<file path="src/rtl/ahb_addr_master.sv">
// AHB-Lite address-phase master: pops start addresses from a FIFO
// and issues SINGLE/INCR bursts that never cross a 1KB boundary.
module ahb_addr_master (
    input  logic        clk,
    input  logic        reset,
    input  logic        fifo_empty,
    input  logic [31:0] fifo_data,
    output logic        fifo_rd_en,
    input  logic        cfg_write,
    input  logic [2:0]  cfg_size,
    input  logic [3:0]  cfg_len,
    input  logic        err_clr,
    output logic [31:0] haddr,
    output logic [1:0]  htrans,
    output logic        hwrite,
    output logic [2:0]  hsize,
    output logic [2:0]  hburst,
    input  logic        hready,
    input  logic        hresp,
    output logic        busy,
    output logic        err_flag
);

    typedef enum logic [1:0] {
        IDLE,
        ADDR,
        LAST,
        ERR
    } state_t;

    localparam logic [1:0] T_IDLE   = 2'b00;
    localparam logic [1:0] T_NONSEQ = 2'b10;
    localparam logic [1:0] T_SEQ    = 2'b11;

    state_t      state, state_nx;
    logic [31:0] addr_q, addr_d;
    logic [3:0]  left_q, left_d;
    logic        wr_q, wr_d;
    logic [1:0]  sz_q, sz_d;
    logic        incr_q, incr_d;
    logic        first_q, first_d;
    logic        err_q, err_d;
    logic [1:0]  pop_sz;
    logic        fault;
    logic        err_set;

    always_ff @(posedge clk) begin
        if (reset) begin
            state   <= IDLE;
            addr_q  <= '0;
            left_q  <= '0;
            wr_q    <= 1'b0;
            sz_q    <= '0;
            incr_q  <= 1'b0;
            first_q <= 1'b0;
            err_q   <= 1'b0;
        end else begin
            state   <= state_nx;
            addr_q  <= addr_d;
            left_q  <= left_d;
            wr_q    <= wr_d;
            sz_q    <= sz_d;
            incr_q  <= incr_d;
            first_q <= first_d;
            err_q   <= err_d;
        end
    end

    always_comb begin
        state_nx   = state;
        addr_d     = addr_q;
        left_d     = left_q;
        wr_d       = wr_q;
        sz_d       = sz_q;
        incr_d     = incr_q;
        first_d    = first_q;
        err_d      = err_q;
        err_set    = 1'b0;
        fifo_rd_en = 1'b0;
        htrans     = T_IDLE;
        // oversized requests are clamped to a word
        pop_sz     = (cfg_size > 3'd2) ? 2'd2 : cfg_size[1:0];
        fault      = hresp && !hready;

        unique case (state)
            IDLE: begin
                fifo_rd_en = !fifo_empty && !reset;
                if (!fifo_empty) begin
                    state_nx = ADDR;
                    addr_d   = fifo_data
                             & ~((32'd1 << pop_sz) - 32'd1);
                    left_d   = cfg_len;
                    wr_d     = cfg_write;
                    sz_d     = pop_sz;
                    incr_d   = (cfg_len != 4'd0);
                    first_d  = 1'b1;
                end
            end
            ADDR: begin
                // restart with NONSEQ on every 1KB boundary
                if (first_q || addr_q[9:0] == 10'd0)
                    htrans = T_NONSEQ;
                else
                    htrans = T_SEQ;
                if (fault) begin
                    state_nx = ERR;
                    left_d   = '0;
                    err_set  = 1'b1;
                end else if (hready) begin
                    if (left_q != 4'd0) begin
                        addr_d  = addr_q + (32'd1 << sz_q);
                        left_d  = left_q - 4'd1;
                        first_d = 1'b0;
                    end else begin
                        state_nx = LAST;
                    end
                end
            end
            LAST: begin
                if (fault) begin
                    state_nx = ERR;
                    err_set  = 1'b1;
                end else if (hready) begin
                    state_nx = IDLE;
                end
            end
            ERR: begin
                if (hready)
                    state_nx = IDLE;
            end
            default: state_nx = IDLE;
        endcase

        if (err_set)
            err_d = 1'b1;
        else if (err_clr)
            err_d = 1'b0;
    end

    assign haddr    = addr_q;
    assign hwrite   = wr_q;
    assign hsize    = {1'b0, sz_q};
    assign hburst   = {2'b00, incr_q};
    assign busy     = (state != IDLE);
    assign err_flag = err_q;

endmodule

</file>
<file path="config.mk">
export PLATFORM = sky130hd
export DESIGN_NAME = ahb_addr_master
export DESIGN_NICKNAME = d
export VERILOG_FILES = /design/src/rtl/ahb_addr_master.sv
export SDC_FILE = /design/constraint.sdc
export NUM_CORES = 1
export LEC_CHECK = 0
export BUFFER_PORTS_ARGS = -buffer_cell sky130_fd_sc_hd__buf_2
export CORE_MARGIN = 5
export CORE_UTILIZATION = 56
export DETAILED_ROUTE_END_ITERATION = 7
export PLACE_DENSITY = 0.91
export SLEW_MARGIN = 30
export SYNTH_ARGS = -nofsm -noshare
export SYNTH_HDL_FRONTEND = slang
export SYNTH_SLANG_ARGS = --single-unit
</file>
<file path="constraint.sdc">
create_clock -name clk -period 5.58 [get_ports clk]
set_clock_uncertainty 0.15 [all_clocks]
set_input_delay 1.116 -clock clk [delete_from_list [all_inputs] [get_ports clk]]
set_output_delay 1.116 -clock clk [all_outputs]
set_load 0.05 [all_outputs]
</file>
==> out/qor.yml, run 1 <==
via_per_inst: 6.535
root_buffer: "clkbuf_8"
htreeDepth: 2
wire_per_inst_microns: 17.12
worstSetupEndpointType: "primary output"
cts_tree: "built"
grt_pass1_wl_microns: 13970
grt_max_degree: 53
arrival_ns: 2.40
synth_area_sq_um: 2977
drv_cap: 0
rsz0062_at_grt: "no"
ir_worst_vdd_mv: 0.4667
synthSimpleGateAreaFrac_pct: 26.06
ys_ff_latch: 44
cts_resized: 0
drt_iter0_markers: 406
gp_congestion: 0.9434
first_pass_iters: 5
path_buf_inv: 3
gr-total-overflow: 0
synth_cells: 378
antenna_cells: 0
synth_async_sr_flop_share_pct: 0
worst_pin_slew_ns: 1.005
core-area_sq_um: 5140
synth_cell_types: 69
antenna_found_initial: 0
post-place-cells: 508
synth_area_leaders: "dfxtp_1 30%, a21oi_1 6.2%, a211oi_1 4.3%, ha_1 4.2%, nor2_1 4.2%"
io_buffers: 86
finalSetupTns_ns: 0
status: "completed"
holdWs_ns: 0.3099
min_path_type: "reg -> reg"
num_vias: 3372
synth_compound_area_share_pct: 30.73
p_leak_nw: 1.442
cp_slowest_stage_delay_ns: 0.85
yosys_warnings: 0
power.density_nw_per_um2: 612.1
netlist.area_leader.share_pct: 29.59
cts_buffers: 5
crit_path_max_fanout: 52
die_area_sq_um: 6873
synth_top_family_by_area: "compound AO/OA/AOI/OAI gates"
synth_top_area_cell: "dfxtp_1"
crit_family: "adder cells"
nFillCells: 447
synthAdderAreaFrac_pct: 4.876
min_period_ns: 3.668
cts_buffer_depth: 2
fmax_ghz: 0.2727
drc_errors: 0
io_pins: 90
slowest_stage: "ha_2"
start_util_pct: 57.91
clkSinkCount: 44
path_cells: "inv_1 -> ha_2 -> clkinv_1 -> a311oi_1 -> buf_2"
detail-route-antenna-nets: 0
rows: 26
synth_edf_count: 0
path_clk_slew_ns: 0.08
ys_seq_area_share_pct: 29.59
fin_crit_sh_pct: 65.73
fin_util_pct: 67.33
path_class: "reg -> out"
cp-start-kind: "register"
drt_wl_total_microns: 8834
nets: 502
final_cells: 516
synth_xor_area_share_pct: 0.5885
cp.required_ns: 4.31
holdBufCountCts: 0
post_cts_buffers: 0
grt_pass1_vias: 2998
dp_hpwl_microns: 6131
synthMuxAreaShare_pct: 1.345
setup_viol: 0
hold_viol: 0
grt_usage_pct: 23.94
syn_area_per_cell_sq_um: 7.875
slew-limit-headroom_pct: 32.97
synthToLayoutAreaGrowth_pct: 16.27
ys.flop_type: "dfxtp_1"
die_y_microns: 82.91
die_x_microns: 82.91
insertion_delay_ns: 0.31
drv_slew: 0
drive_gt1_share_pct: 23.09
-- area by class of cell --
| class | instances | area (sq um) | area share (%) |
|---|---|---|---|
| inverter | 11 | 41.29 | 1.193 |
| sequential | 44 | 880.8 | 25.45 |
| tap | 70 | 87.58 | 2.531 |
| clock buffer | 8 | 90.09 | 2.603 |
| timing repair buffer | 88 | 445.4 | 12.87 |
| multi-input combinational | 295 | 1916 | 55.35 |
-- final timing paths --
kind,startpoint,to,slack (ns),depth (start not counted)
max,state[1]$_SDFFE_PP0P_,htrans[0],1.91,5
min,hwrite$_SDFFE_PP0P_,hwrite$_SDFFE_PP0P_,0.31,2
max reg2reg,state[1]$_SDFFE_PP0P_,haddr[24]$_SDFFE_PP0P_,2.06,7
min reg2reg,hwrite$_SDFFE_PP0P_,hwrite$_SDFFE_PP0P_,0.31,2
-- tightest hold or removal path: stages (launching register included) --
cell	delay, ns
dfxtp_1	0.31
nand2_1	0.05
a21oi_1	0.05
-- report_power, final --
group | switching, mW | leakage [nW] | internal (mW)
Sequential | 0.154 | 0.362 | 0.435
Clock | 0.113 | 0.0455 | 0.101
Combinational | 0.935 | 1.04 | 0.380
-- placed cells by master, fill, tap and decap left out, types with 7 or more instances in the layout --
cell,count
dfxtp_1,44
inv_1,10
nor3_1,12
nor2_1,33
a31oi_1,7
ha_1,9
o21ai_0,11
a21oi_1,37
buf_2,86
nand3_1,15
and3_1,13
nand2_1,23
a211oi_1,17
-- state kept, by name, summed over array words and instances (netlist names) --
name      flops
err_flag      1
incr_q        1
first_q       1
sz_q          2
state         2
left_q        4
hwrite        1
haddr        32
-- per-layer routing --
metal  track usage (%)  share of wire (%)  up-vias
li1                  -                  -     1569
met1             28.73                 39     1561
met2             40.23                 48      202
met3             5.446                9.8       40
met4             11.44                3.3        0
met5                 0                  0        -
-- synthesized netlist by cell type, types with 5 or more instances --
cell type and instances:
nor3_1 12, buf_2 6, nor2b_1 6, o21bai_1 5, inv_1 10, nand2b_1 6, clkbuf_1 16, nand3_1 15
a31oi_1 7, ha_1 10, nand4_1 6, o21ai_0 11, a21o_1 5, nor2_1 33, a21oi_1 37, o22ai_1 6
nand2_1 23, buf_4 5, nor4_1 6, dfxtp_1 44, and3_1 13, a211oi_1 17, o211ai_1 5
-- cells by family after synthesis --
kind of cell               count (synthesis)
muxes                                      4
adders and majority gates                 11
and+or+nand+nor                          144
other                                      1
DFF                                       44
AOI/OAI and AO/OA                        131
xor gates and xnor gates                   2
buffers and inverters                     41
-- per-stage QoR --
step / setup WS (ns) / power, mW / area, sq um
after floorplan: 1.549 / 1.589 / 2984
after global placement: 2.215 / 1.836 / 3371
after detailed placement: 2.199 / 1.882 / 3371
after CTS: 1.945 / 2.093 / 3461
after global routing: 1.730 / 2.234 / 3461
final: 1.912 / 2.118 / 3461
No activity file was read; power rests on OpenSTA's default activity.
==> run 2, diff against run 1 <==
CORE_UTILIZATION = 52   (was 56)
PLACE_DENSITY = 0.86   (was 0.91)
clock period = 3.47 ns   (was 5.58 ns; I/O delays follow)
==> run 2 against run 1 <==
Net effect:
- setup slack lost 1.3 ns
- global-route usage shrank 0.59 points
- cell area grew 0.25%
- first-iteration DRC count grew 9.1%
- wire length shrank 0.48%
- hold slack lost 0.0089 ns
- sequential cell count is the same
- total power grew 59%
- sequential share of layout area shrank 0.064 points
- register-to-register slack lost 1.5 ns
- clock power grew 48%
- critical endpoint is now haddr[22]$_SDFFE_PP0P_
==> out/qor.yml, run 2 (synthesis results as in run 1) <==
worst_pin_slew_ns: 0.9260  # was 1.005 ns
gp_congestion: 0.8550  # was 0.9434
cts_buffer_depth: 2  # unchanged
clkSinkCount: 44  # unchanged
finalSetupTns_ns: 0  # unchanged
synthToLayoutAreaGrowth_pct: 16.56  # was 16.27%
cp.required_ns: 3.50  # was 4.31 ns
wire_per_inst_microns: 16.94  # was 17.12 microns
pre_cts_ws_ns: 0.6256  # was 2.199 ns
r2r-start: "left_q[0]$_SDFFE_PP0P_"  # was state[1]$_SDFFE_PP0P_
path_class: "reg -> reg"  # was reg -> out
io_pins: 90  # unchanged
fin_crit_sh_pct: 83.13
largest_reg_flops: 32  # unchanged
worstSetupEndpointType: "register"  # was primary output
holdBufCountCts: 0  # unchanged
dp_hpwl_microns: 6277  # was 6131 microns
hold_viol: 0  # unchanged
status: "completed"  # unchanged
drt_wl_total_microns: 8792  # was 8834 microns
die_area_sq_um: 7338  # was 6873 sq um
holdWs_ns: 0.3010  # was 0.3099 ns
nets: 504  # was 502
die_y_microns: 85.66  # was 82.91 microns
first_pass_iters: 5  # unchanged
via_per_inst: 6.349  # was 6.535
fmax_ghz: 0.3467
grt_pass1_vias: 3012  # was 2998
setup_viol: 0  # unchanged
gr-total-overflow: 0  # unchanged
drc_errors: 0  # unchanged
drv_cap: 0  # unchanged
path_clk_slew_ns: 0.09  # was 0.08 ns
p_leak_nw: 1.450  # was 1.442 nW
num_vias: 3295  # was 3372
arrival_ns: 2.91  # was 2.40 ns
reg2reg_slack_ns: 0.59  # was 2.06 ns
start_util_pct: 53.73  # was 57.91%
cts_tree: "built"  # unchanged
post-place-cells: 512  # was 508
cts_buffers: 5  # unchanged
core-area_sq_um: 5540  # was 5140 sq um
antenna_cells: 0  # unchanged
mostFrequentLayoutCells: "86 x buf_2, 44 x dfxtp_1, 37 x a21oi_1"  # unchanged
rows: 27  # was 26
drive_gt1_share_pct: 23.49  # was 23.09%
post_cts_buffers: 0  # unchanged
htreeDepth: 2  # unchanged
min_period_ns: 2.885
min_path_type: "reg -> reg"  # unchanged
final_cells: 519  # was 516
crit_path_max_fanout: 22  # was 52
ir_worst_vdd_mv: 0.8427  # was 0.4667 mV
rsz0062_at_grt: "no"  # unchanged
slew-limit-headroom_pct: 38.27  # was 32.97%
antenna_found_initial: 0  # unchanged
total_power_mw: 3.363  # was 2.118 mW
hp-start: "incr_q$_SDFFE_PP0P_"  # was hwrite$_SDFFE_PP0P_
grt_pass1_wl_microns: 14350  # was 13970 microns
fin_ws_ns: 0.5854  # was 1.912 ns
crit_start: "left_q[0]$_SDFFE_PP0P_"  # was state[1]$_SDFFE_PP0P_
insertion_delay_ns: 0.30  # was 0.31 ns
cts_resized: 0  # unchanged
layout_commonest_cell: "buf_2"  # unchanged
root_buffer: "clkbuf_8"  # unchanged
io_buffers: 86  # unchanged
grt_max_degree: 48  # was 53
drv_slew: 0  # unchanged
cp-start-kind: "register"  # unchanged
grt_usage_pct: 23.36  # was 23.94%
drt_iter0_markers: 443  # was 406
detail-route-antenna-nets: 0  # unchanged
die_x_microns: 85.66  # was 82.91 microns
power.density_nw_per_um2: 969.3  # was 612.1 nW/um^2
run 2: worst paths after layout:
path                            cells past startpoint                      to
worst max register to register                      7  haddr[22]$_SDFFE_PP0P_
worst min-delay path                                2     incr_q$_SDFFE_PP0P_
worst max-delay path                                7  haddr[22]$_SDFFE_PP0P_
worst min register to register                      2     incr_q$_SDFFE_PP0P_
run 2: report_power, final:
group,internal [mW],switching (mW)
sequential,0.700,0.240
clock,0.137,0.179
combinational,0.613,1.49
run 2: metal layers:
layer	routed length, microns	vias up	part of all wire (%)	GRT usage [%]
li1	-	1575	-	-
met1	3591	1496	41	31.59
met2	4039	212	46	37.92
met3	1058	12	12	4.995
met4	103	0	1.2	5.755
met5	0	-	0	0
run 2: worst max-delay path, stage by stage (launching register included):
cell     delay (ns)
dfxtp_1        0.33
inv_1          0.10
ha_1           0.17
nor3b_1        0.49
o31a_1         0.83
nor4_1         0.20
o21ai_0        0.20
nor4b_1        0.29
run 2: final cells by class:
| cell class | instances | area [sq um] |
|---|---|---|
| Timing Repair Buffer | 90 | 460.4 |
| Sequential cell | 44 | 880.8 |
| Fill cell | 514 | 2071 |
| Tap cell | 72 | 90.09 |
| Inverter | 11 | 41.29 |
| Clock buffer | 6 | 72.57 |
| Multi-Input combinational cell | 295 | 1919 |
| Clock inverter | 1 | 5.005 |
run 2: through the flow:
| step | util, % | area, sq um |
|---|---|---|
| after CTS | 62.62 | 3470 |
| after floorplan | - | 2990 |
| after global routing | 62.62 | 3470 |
| final | 62.62 | 3470 |
| after global placement | 61.22 | 3392 |
| after detailed placement | 61.22 | 3392 |
==> run 3, diff against run 2 <==
ABC_AREA = 1   (was unset)
CORE_UTILIZATION = 48   (was 52)
PLACE_DENSITY = 0.82   (was 0.86)
clock period = 2.4 ns   (was 3.47 ns; I/O delays follow)
==> run 3 against run 2 <==
Net effect:
- utilization is 4.8 points lower
- wire length is 13% higher
- cell area is 13% higher
- non-clock buffer count rose by 2
- synthesized area rose by 12%
- setup slack got worse by 0.47 ns
- sequential share of layout area decreased by 3.0 points
- hold slack worse by 0.052 ns
- total power up 57%
- largest power group unchanged
==> out/qor.yml, run 3 <==
seqPwrFrac_pct: 27.4  # was 27.9%
via_per_inst: 5.231  # was 6.349
worstSetupEndpointType: "primary output"  # was register
hp-start: "cfg_write"  # was incr_q$_SDFFE_PP0P_
path_clk_slew_ns: 0.09  # about the same
num_vias: 3850  # was 3295
cts_tree: "built"  # unchanged
largest_reg_flops: 32  # unchanged
synth_cells: 561  # was 378
synthAdderAreaFrac_pct: 4.336  # was 4.876%
seq_area_sq_um: 880.8  # unchanged
ys.flop_type: "dfxtp_1"  # unchanged
arrival_ns: 1.65  # was 2.91 ns
htreeDepth: 2  # unchanged
min_path_type: "in -> reg"  # was reg -> reg
min_to: "hwrite$_SDFFE_PP0P_"  # was incr_q$_SDFFE_PP0P_
synth_async_sr_flop_share_pct: 0  # unchanged
dp_hpwl_microns: 7579  # was 6277 microns
synthMuxAreaShare_pct: 0  # was 1.345%
antenna_cells: 0  # unchanged
cts_buffer_depth: 2  # unchanged
crit_path_max_fanout: 12  # was 22
worst_pin_slew_ns: 0.5464  # was 0.9260 ns
p_leak_nw: 1.776  # was 1.450 nW
final_cells: 736  # was 519
drt_wl_total_microns: 9904  # was 8792 microns
fin_crit_sh_pct: 95.00
netlist.area_leader.share_pct: 26.32  # was 29.59%
grt_max_degree: 42  # was 48
synthToLayoutAreaGrowth_pct: 17.42  # was 16.56%
die_area_sq_um: 8743  # was 7338 sq um
yosys_warnings: 0  # unchanged
reg2reg_depth: 11  # was 7
syn_area_per_cell_sq_um: 5.966  # was 7.875 sq um
slew-limit-headroom_pct: 63.23  # was 38.27%
core-area_sq_um: 6794  # was 5540 sq um
drv_slew: 0  # unchanged
synth.most_common_cell: "nand2_1"  # was dfxtp_1
r2r-start: "sz_q[0]$_SDFFE_PP0P_"  # was left_q[0]$_SDFFE_PP0P_
synth_area_sq_um: 3347  # was 2977 sq um
grt_pass1_vias: 3588  # was 3012
fmax_ghz: 0.4386
rsz0062_at_grt: "no"  # unchanged
ir_worst_vdd_mv: 0.8033  # was 0.8427 mV
drc_errors: 0  # unchanged
status: "completed"  # unchanged
path_class: "reg -> out"  # was reg -> reg
wire_per_inst_microns: 13.46  # was 16.94 microns
power.density_nw_per_um2: 1340  # was 969.3 nW/um^2
detail-route-antenna-nets: 0  # unchanged
min_period_ns: 2.280
switchingPower_mw: 3.074  # was 1.913 mW
nFillCells: 696  # was 514
pre_cts_ws_ns: 0.2666  # was 0.6256 ns
hold_viol: 0  # unchanged
synth_cell_types: 43  # was 69
drv_cap: 0  # unchanged
gr-total-overflow: 0  # unchanged
io_pins: 90  # unchanged
power.share.switching_pct: 58.35  # was 56.89%
synth_compound_area_share_pct: 13.12  # was 30.73%
cp.required_ns: 1.77  # was 3.50 ns
yosys-top-cells-count: "158 x nand2_1, 111 x nor2_1, 45 x inv_1"  # was 44 x dfxtp_1, 37 x a21oi_1, 33 x nor2_1
post-place-cells: 727  # was 512
setup_viol: 0  # unchanged
synth_top_family_by_area: "simple AND/OR/NAND/NOR gates"  # was compound AO/OA/AOI/OAI gates
nets: 696  # was 504
fin_ws_ns: 0.1200  # was 0.5854 ns
synth_xor_area_share_pct: 0.7850  # was 0.5885%
finalSetupTns_ns: 0  # unchanged
synthSimpleGateAreaFrac_pct: 45.23  # was 26.06%
drt_iter0_markers: 260  # was 443
multiInputGateArea_sq_um: 2171  # was 1919 sq um
p_clk_share_pct: 9.3  # was 9.4%
ys_ff_latch: 44  # unchanged
rows: 30  # was 27
r2r_end: "haddr[6]$_SDFFE_PP0P_"  # was haddr[22]$_SDFFE_PP0P_
insertion_delay_ns: 0.30  # about the same
ys_seq_area_share_pct: 26.32  # was 29.59%
layout_commonest_cell: "nand2_1"  # was buf_2
root_buffer: "clkbuf_8"  # unchanged
cts_buffers: 5  # unchanged
antenna_found_initial: 0  # unchanged
synth_top_area_cell: "dfxtp_1"  # unchanged
io_buffers: 86  # unchanged
grt_usage_pct: 22.90  # was 23.36%
clkSinkCount: 44  # unchanged
cp-start-kind: "register"  # unchanged
reg2reg_slack_ns: 0.20  # was 0.59 ns
synth_area_leaders: "dfxtp_1 26%, nand2_1 18%, nor2_1 12%, a21oi_1 6.0%, nand3_1 6.0%"  # was dfxtp_1 30%, a21oi_1 6.2%, a211oi_1 4.3%, ha_1 4.2%, nor2_1 4.2%
start_util_pct: 49.26  # was 53.73%
holdPathStages: 3  # was 2
mostFrequentLayoutCells: "158 x nand2_1, 109 x nor2_1, 84 x buf_2"  # was 86 x buf_2, 44 x dfxtp_1, 37 x a21oi_1
grt_pass1_wl_microns: 16330  # was 14350 microns
p_int_mw: 2.194  # was 1.450 mW
die_y_microns: 93.51  # was 85.66 microns
gp_congestion: 0.9571  # was 0.8550
total_power_mw: 5.268  # was 3.363 mW
first_pass_iters: 5  # unchanged
drive_gt1_share_pct: 19.53  # was 23.49%
die_x_microns: 93.51  # was 85.66 microns
synth_edf_count: 0  # unchanged
p_comb_share_pct: 63.3  # was 62.6%
-- run 3: worst max-delay path by stage --
| stage | startpoint | end | slack (ns) | depth (start not counted) |
|---|---|---|---|---|
| after floorplan | state[1]$_SDFFE_PP0P_ | htrans[0] | 0.02 | 6 |
| after global placement | sz_q[0]$_SDFFE_PP0P_ | haddr[6]$_SDFFE_PP0P_ | 0.33 | 11 |
| after global routing | state[0]$_SDFFE_PP0P_ | fifo_rd_en | 0.04 | 7 |
| final | state[0]$_SDFFE_PP0P_ | htrans[0] | 0.12 | 4 |
| after detailed placement | state[1]$_SDFFE_PP0P_ | fifo_rd_en | 0.27 | 7 |
| after CTS | state[1]$_SDFFE_PP0P_ | htrans[0] | 0.01 | 5 |
-- run 3: what timing repair did --
action	CTS	global route
buffers inserted	0	1
gates cloned	0	0
hold buffers	0	0
setup endpoints to repair	2	2
gates resized for setup	3	3
pin swaps	0	1
-- run 3: metrics by stage --
| stage | hold slack (ns) | util (%) | area [sq um] |
|---|---|---|---|
| finish | 0.2489 | 57.85 | 3930 |
| CTS | 0.2460 | 57.68 | 3919 |
| global placement | 0.3007 | 56.28 | 3824 |
| detailed placement | 0.3044 | 56.28 | 3824 |
| global route | 0.2658 | 57.85 | 3930 |
| floorplan | 0.3192 | - | 3387 |
-- run 3: logic make-up (layout without fill, tap and decap cells) --
kind of cell    count (synthesis)  count (layout)
compound gates                 81              81
other cells                     1               3
fa+ha+maj                      11              11
xor+xnor                        3               3
flops                          44              44
simple gates                  349             349
buf+inv                        72             149
-- run 3: layout make-up --
class | count | area share (%)
clock buffers | 5 | 1.751
clock inverters | 3 | 0.4776
inverters | 49 | 4.744
multi-input cells | 447 | 55.24
flip-flops and latches | 44 | 22.41
well taps | 96 | 3.056
repair buffers | 92 | 12.32
-- run 3: power groups by stage --
| stage | clock, mW | sequential (mW) | combinational, mW |
|---|---|---|---|
| after detailed placement | 0 | 1.45 | 3.29 |
| final | 0.488 | 1.44 | 3.34 |
| after global routing | 0.538 | 1.49 | 3.66 |
| after CTS | 0.499 | 1.44 | 3.31 |
| after global placement | 0 | 1.44 | 3.24 |
| after floorplan | 0 | 2.17 | 1.92 |
-- run 3: layer usage --
metal,vias up,share of wire (%),wire (microns),global-route usage (%)
li1,1961,-,-,-
met1,1737,46,4538,30.88
met2,137,46,4543,37.82
met3,15,7.1,706,3.781
met4,0,1.2,116,5.861
met5,-,0,0,0
-- run 3: critical path, cell delays in order, from the launching register on --
cell      delay [ns]
dfxtp_1         0.45
ha_4            0.26
inv_2           0.12
a311oi_4        0.27
buf_4           0.24
